[src/rtl/secuenciador_lectura_rtc.sv]
// secuenciador_lectura_rtc
//   Sweeps the RTC time/date/timer registers over the shared RTC bus. Each
//   register gets one bus read followed by a single-cycle active-low reg_rd
//   strobe with addr_mem_local = local index, so the hold decoder releases
//   only that register. Single user writes are slotted in between sweep reads.
//   Optional feature macro: SWEEP_TIMEOUT_EN (bus_done wait limit, sticky bus_err).
// Ports
//   clk, reset        : clock, asynchronous active-high reset
//   start_sweep       : 1-cycle pulse, request one full sweep
//   wr_req            : user write request (level, held until wr_ack)
//   bus_done          : 1-cycle pulse, bus transaction complete
//   bus_req/bus_wr/bus_addr : transaction request, direction and RTC address
//   addr_mem_local, reg_rd  : local index and active-low latch strobe to decoder
//   wr_ack            : 1-cycle pulse, user write finished
//   busy              : high outside IDLE
//   sweep_done        : 1-cycle pulse after the last register is latched
//   bus_err           : sticky timeout flag (constant 0 without the macro)
module secuenciador_lectura_rtc #(
    parameter int unsigned N_REGS = 10
) (
    input  logic       clk,
    input  logic       reset,
    input  logic       start_sweep,
    input  logic       wr_req,
    input  logic       bus_done,
    output logic       bus_req,
    output logic       bus_wr,
    output logic [7:0] bus_addr,
    output logic [3:0] addr_mem_local,
    output logic       reg_rd,
    output logic       wr_ack,
    output logic       busy,
    output logic       sweep_done,
    output logic       bus_err
);

    localparam int unsigned IDX_W  = 4;
    localparam int unsigned ADDR_W = 8;

    localparam logic [2:0] S_IDLE  = 3'd0;
    localparam logic [2:0] S_RD    = 3'd1;
    localparam logic [2:0] S_LATCH = 3'd2;
    localparam logic [2:0] S_WR    = 3'd3;
    localparam logic [2:0] S_DONE  = 3'd4;

`ifdef SWEEP_TIMEOUT_EN
    localparam int unsigned TIMEOUT_CYC = 255;
    localparam int unsigned TMO_W       = 8;
`endif

    logic [2:0]        state, state_n;
    logic [IDX_W-1:0]  idx, idx_n;
    logic              sweep_pend, pend_n;
    logic              in_sweep, in_sweep_n;
    logic              wr_ack_n;
    logic              bus_req_n, bus_wr_n, reg_rd_n, busy_n, sweep_done_n;
    logic [ADDR_W-1:0] bus_addr_n;
    logic [IDX_W-1:0]  addr_mem_local_n;

`ifdef SWEEP_TIMEOUT_EN
    logic [TMO_W-1:0]  tmo_cnt, tmo_cnt_n;
    logic              bus_err_q, bus_err_n;
    assign bus_err = bus_err_q;
`else
    assign bus_err = 1'b0;
`endif

    // Local register index to RTC bus address
    function automatic logic [ADDR_W-1:0] addr_of(input logic [IDX_W-1:0] i);
        case (i)
            4'd0:    addr_of = 8'h21;
            4'd1:    addr_of = 8'h22;
            4'd2:    addr_of = 8'h23;
            4'd3:    addr_of = 8'h24;
            4'd4:    addr_of = 8'h25;
            4'd5:    addr_of = 8'h26;
            4'd6:    addr_of = 8'h27;
            4'd7:    addr_of = 8'h41;
            4'd8:    addr_of = 8'h42;
            4'd9:    addr_of = 8'h43;
            default: addr_of = 8'h00;
        endcase
    endfunction

    // Next state, bookkeeping and next registered output values
    always_comb begin
        state_n    = state;
        idx_n      = idx;
        pend_n     = sweep_pend;
        in_sweep_n = in_sweep;
        wr_ack_n   = 1'b0;
`ifdef SWEEP_TIMEOUT_EN
        bus_err_n  = bus_err_q;
        tmo_cnt_n  = '0;
`endif

        case (state)
            S_IDLE: begin
                if (wr_req) begin
                    state_n = S_WR;
                    if (start_sweep) pend_n = 1'b1;
                end else if (start_sweep || sweep_pend) begin
                    state_n    = S_RD;
                    idx_n      = '0;
                    pend_n     = 1'b0;
                    in_sweep_n = 1'b1;
                end
            end
            S_RD: begin
                if (bus_done) state_n = S_LATCH;
            end
            S_LATCH: begin
                if (idx == IDX_W'(N_REGS - 1)) begin
                    state_n = S_DONE;
                end else begin
                    idx_n   = idx + IDX_W'(1);
                    state_n = wr_req ? S_WR : S_RD;
                end
            end
            S_WR: begin
                if (bus_done) begin
                    wr_ack_n = 1'b1;
                    state_n  = in_sweep ? S_RD : S_IDLE;
                end
            end
            S_DONE: begin
                // Requests that arrived during this sweep survive to start the next one
                state_n    = S_IDLE;
                idx_n      = '0;
                in_sweep_n = 1'b0;
            end
            default: state_n = S_IDLE;
        endcase

        // A start request while busy is remembered once; repeats do not stack
        if (start_sweep && state != S_IDLE) pend_n = 1'b1;

`ifdef SWEEP_TIMEOUT_EN
        // Wait counter restarts on every RD/WR entry; expiry aborts the whole sweep
        if ((state == S_RD || state == S_WR) && !bus_done) begin
            if (tmo_cnt == TMO_W'(TIMEOUT_CYC - 1)) begin
                state_n    = S_IDLE;
                idx_n      = '0;
                pend_n     = 1'b0;
                in_sweep_n = 1'b0;
                bus_err_n  = 1'b1;
                wr_ack_n   = (state == S_WR);
            end else begin
                tmo_cnt_n = tmo_cnt + TMO_W'(1);
            end
        end
`endif

        bus_req_n        = (state_n == S_RD) || (state_n == S_WR);
        bus_wr_n         = (state_n == S_WR);
        bus_addr_n       = (state_n == S_RD) ? addr_of(idx_n) : 8'h00;
        reg_rd_n         = (state_n != S_LATCH);
        addr_mem_local_n = (state_n == S_LATCH) ? idx_n : 4'hF;
        busy_n           = (state_n != S_IDLE);
        sweep_done_n     = (state_n == S_DONE);
    end

    // State and registered outputs
    always_ff @(posedge clk or posedge reset) begin
        if (reset) begin
            state          <= S_IDLE;
            idx            <= '0;
            sweep_pend     <= 1'b0;
            in_sweep       <= 1'b0;
            bus_req        <= 1'b0;
            bus_wr         <= 1'b0;
            bus_addr       <= 8'h00;
            addr_mem_local <= 4'hF;
            reg_rd         <= 1'b1;
            wr_ack         <= 1'b0;
            busy           <= 1'b0;
            sweep_done     <= 1'b0;
`ifdef SWEEP_TIMEOUT_EN
            tmo_cnt        <= '0;
            bus_err_q      <= 1'b0;
`endif
        end else begin
            state          <= state_n;
            idx            <= idx_n;
            sweep_pend     <= pend_n;
            in_sweep       <= in_sweep_n;
            bus_req        <= bus_req_n;
            bus_wr         <= bus_wr_n;
            bus_addr       <= bus_addr_n;
            addr_mem_local <= addr_mem_local_n;
            reg_rd         <= reg_rd_n;
            wr_ack         <= wr_ack_n;
            busy           <= busy_n;
            sweep_done     <= sweep_done_n;
`ifdef SWEEP_TIMEOUT_EN
            tmo_cnt        <= tmo_cnt_n;
            bus_err_q      <= bus_err_n;
`endif
        end
    end

endmodule

[config.mk]
export PLATFORM = sky130hd
export DESIGN_NAME = secuenciador_lectura_rtc
export DESIGN_NICKNAME = d
export VERILOG_FILES = /design/src/rtl/secuenciador_lectura_rtc.sv
export SDC_FILE = /design/constraint.sdc
export NUM_CORES = 1
export LEC_CHECK = 0
export CAP_MARGIN = 40
export CORE_UTILIZATION = 40
export CTS_CLUSTER_SIZE = 14
export DETAILED_ROUTE_END_ITERATION = 8
export PLACE_DENSITY = 0.67
export SETUP_SLACK_MARGIN = 0.5
export SKIP_LAST_GASP = 1
export SYNTH_ARGS = -nofsm -noshare
export SYNTH_HDL_FRONTEND = slang
export SYNTH_SLANG_ARGS = --single-unit
[constraint.sdc]
create_clock -name clk -period 1.9 [get_ports clk]
set_input_delay 0.475 -clock clk [delete_from_list [all_inputs] [get_ports clk]]
set_output_delay 0.475 -clock clk [all_outputs]
set_load 0.01 [all_outputs]
==> results list, run 1 <==
- For this block, the routed nets add up to 3020 um of wire.
* Final clock period utilization by the worst path: 103%
* Root buffer selected by CTS: clkbuf_4
- Max-slew violation total from the final report: 0
* Initial core utilization: about 43%
- Outcome: finished, violations left
- Routability-driven placement finished with a final weighted congestion of approximately 0.85.
- The clock passes through at most 2 buffers.
- Post-route minimum period: roughly 2 ns
- Derived from the worst setup path, the maximum achievable clock frequency is 0.512 GHz.
* Number of placed I/O pins: 24
- Drc violations: 0
* Post-synthesis instance area: approximately 1200 sq um
* Count of warnings emitted by yosys: 0
- For the worst setup path, the data required time is 2.12 ns.
* Number of enable flip-flop cells after synthesis: 0
- Summed over all nets, the half-perimeter wirelength after detailed placement is about 1900 um.
- Layout cell share with drive strength beyond 1: 60.7%
- Count of port buffers added during placement: 19
* Chip height: 56.4 um
- Post-Route Skew: between 0.002 and 0.003 ns
- Most area-hungry cell type in the Yosys netlist: dfrtp_1
- After synthesis the netlist holds a flip-flop and latch count of 24.
- Via Count: between 900 and 1000
- Final worst slack: -0.0549 ns
- Clock Latency Late Sink: 0.31 ns
- STA classifies the critical path startpoint as a register.
- Share of Yosys cell area claimed by the top area cell type: approximately two fifths
* Average vias per placed instance: 4.91
* Final antenna diode count: 0
* Setup slack at placement: -0.495 ns
- The number of failing hold endpoints at the final stage was 0.
* GR Overflow Total: 0
- The number of antenna violations at the first check in global routing is 0.
* Number of design-rule violations left by the first detailed-router iteration: 48
- Row generation in the floorplan step produced 19 rows.
* FF-to-FF setup slack: -0.05 ns
- Number of buffers created by CTS: 3
- By startpoint and endpoint, the worst setup path is classified as reg -> reg.
* H-tree levels: 1
- Layout Nets: 180
- After synthesis, the cell types taking the most area are dfrtp_1 40%, dfstp_2 11%, ha_1 6.3%.
- Global routing used 19.2% of the available tracks across all layers.
* Mean instance size in the synthesized netlist: 11.0 sq um
- The first global-routing pass estimated around 4700 um of wire.
- In this run, post-CTS hold repair placed 0 buffers.
* Cell area reported after detailed placement: 1600 sq um
* Class of the most critical hold timing path: in -> async
* Share of synthesized area occupied by flip-flops and latches: 51.3%
- Via count of the first global-routing pass: ~1000
- Die ar.: 3180 sq um
* Crit Path Max Fanout: 5
* Placeable core region: 2780 sq um
* Clock sink total: 24
- Setup violations remaining at the end of the flow were counted as 4.
- Counting every instance in the synthesized netlist gives 108.
* Arrival time reported for the critical path endpoint: 2.17 ns
- In this run the static leakage power is 0.907 nW.
- Antenna Violating Nets Remaining: 0
- Entering global routing, the biggest net connects 15 pins.
- Endpoint type of the worst setup path: register
* Fraction of registers with async set/reset: 100%
- The tool flagged a number of max-cap violations equal to 0.
- Commonest register cell after synthesis: dfrtp_1
- TritonCTS built the clock tree.
- Relative to the synthesized area, the layout overhead comes to 65.1%.
- Setup repair after global routing could not meet its margin everywhere.
- Number of detailed-routing iterations run before antenna repair: 4
- The number of different library cells used by synthesis comes to 38.
* Largest voltage drop on the vdd net: 1.41 mV
- The checks that failed: setup timing.
- Clock-pin slew was measured on the worst setup and hold paths at 0.14 ns.
- From left edge to right edge, the die measures 56.4 um.
- Post-route cell area: 1950 sq um
- Power density over cell area: 1730 nW/um^2
* Detail-routed net length per standard cell: between 15 and 20 um
==> layout make-up <==
| type | instances | area, sq um |
|---|---|---|
| fill | 216 | 827 |
| multi-input combinational | 71 | 716 |
| sequential | 24 | 608 |
| timing repair buffer | 60 | 505 |
| tap | 31 | 38.8 |
| inverter | 9 | 33.8 |
| clock inverter | 1 | 30.0 |
| clock buffer | 3 | 22.5 |
==> path summary, 6_finish.rpt <==
kind | startpoint | depth (start not counted) | end
worst max register to register | state[1] | 8 | bus_addr[0]
max in group asynchronous | reset | 3 | reg_rd
worst max-delay path | state[1] | 8 | bus_addr[0]
worst min-delay path | reset | 3 | bus_req
worst min register to register | in_sweep | 2 | in_sweep
min in group clk | in_sweep | 2 | in_sweep
==> timing repair <==
item,CTS,global route
gates resized for setup,80,33
endpoints found under the hold margin,0,0
endpoints found under the setup margin,33,25
setup buffers,5,9
pin swaps,10,17
==> power breakdown <==
part / total, mW / switching (mW) / internal (mW)
combinational: 2.19 / 1.02 / 1.17
sequential: 0.820 / 0.103 / 0.718
clock: 0.373 / 0.160 / 0.213
==> critical path: stages (launching register included) <==
cell     delay [ns]
dfrtp_1        0.43
buf_4          0.16
a21oi_4        0.14
o31ai_4        0.12
or2_4          0.28
a21oi_4        0.18
ha_2           0.21
mux2i_1        0.07
a32o_1         0.27
==> flip-flops by register name, summed over array words and instances (netlist names) <==
| register | cells |
|---|---|
| sweep_done | 1 |
| reg_rd | 1 |
| sweep_pend | 1 |
| in_sweep | 1 |
| wr_ack | 1 |
| bus_wr | 1 |
| bus_addr | 5 |
| busy | 1 |
| state | 3 |
| idx | 4 |
| bus_req | 1 |
| addr_mem_local | 4 |
==> per-layer routing <==
| metal | vias up | routed length, um | track usage, % |
|---|---|---|---|
| li1 | 476 | - | - |
| met1 | 471 | 1240 | 24.0 |
| met2 | 23 | 1600 | 33.5 |
| met3 | 8 | 103 | 2.53 |
| met4 | 0 | 75 | 7.32 |
| met5 | - | 0 | 0 |
==> synthesized netlist by cell type, drive strengths merged (2+ instances only) <==
| cell | n |
|---|---|
| dfrtp | 19 |
| o22a | 2 |
| inv | 9 |
| nor3b | 2 |
| dfstp | 5 |
| a21oi | 8 |
| buf | 7 |
| nand2b | 4 |
| ha | 6 |
| and3 | 2 |
| o21a | 2 |
| nor2 | 13 |
| nand2 | 6 |
==> logic make-up (layout without fill, tap and decap cells) <==
family,count (synthesis),after routing,share of synthesized area (%)
multiplexers,1,1,0.846
XOR/XNOR,2,2,1.48
flip-flops,24,24,51.3
AND/OR/NAND/NOR,37,37,17.9
buffers and inverters,16,73,8.24
AO/OA/AOI/OAI,21,21,13.6
adder cells (fa/ha/maj),6,6,6.34
other,1,4,0.317
==> stage by stage <==
stage	util [%]	hold WS [ns]	setup TNS [ns]	power, mW	cells
CTS	62.3	0.464	-0.0680	2.89	190
floorplan	-	0.486	0	1.70	111
finish	70.3	0.467	-0.106	3.38	199
global placement	57.6	0.514	-2.96	2.33	181
detailed placement	57.6	0.548	-3.13	2.36	181
global route	70.3	0.482	-0.526	3.59	199
==> cells in the final DEF, fill, tap and decap left out, types with 2 or more instances in the layout <==
cell / count
nor2_2: 2
nor2_4: 4
nand2b_1: 2
and3_4: 2
nand2_1: 5
a21oi_1: 4
a21oi_4: 4
buf_6: 16
dlygate4sd2_1: 2
nor3b_1: 2
nand2b_4: 2
buf_2: 10
dfrtp_1: 18
ha_4: 2
conb_1: 4
nor2_1: 7
inv_2: 4
clkdlybuf4s50_1: 2
o22a_2: 2
clkbuf_4: 3
inv_1: 5
ha_1: 3
o21a_1: 2
buf_4: 29
dfstp_2: 5
Power figures use the tool's default switching activity.
==> run 2, diff against run 1 <==
CTS_CLUSTER_DIAMETER = 200   (was unset)
==> results of run 2 <==
Same layout as run 1: the final DEF is identical, and so are final timing and power.
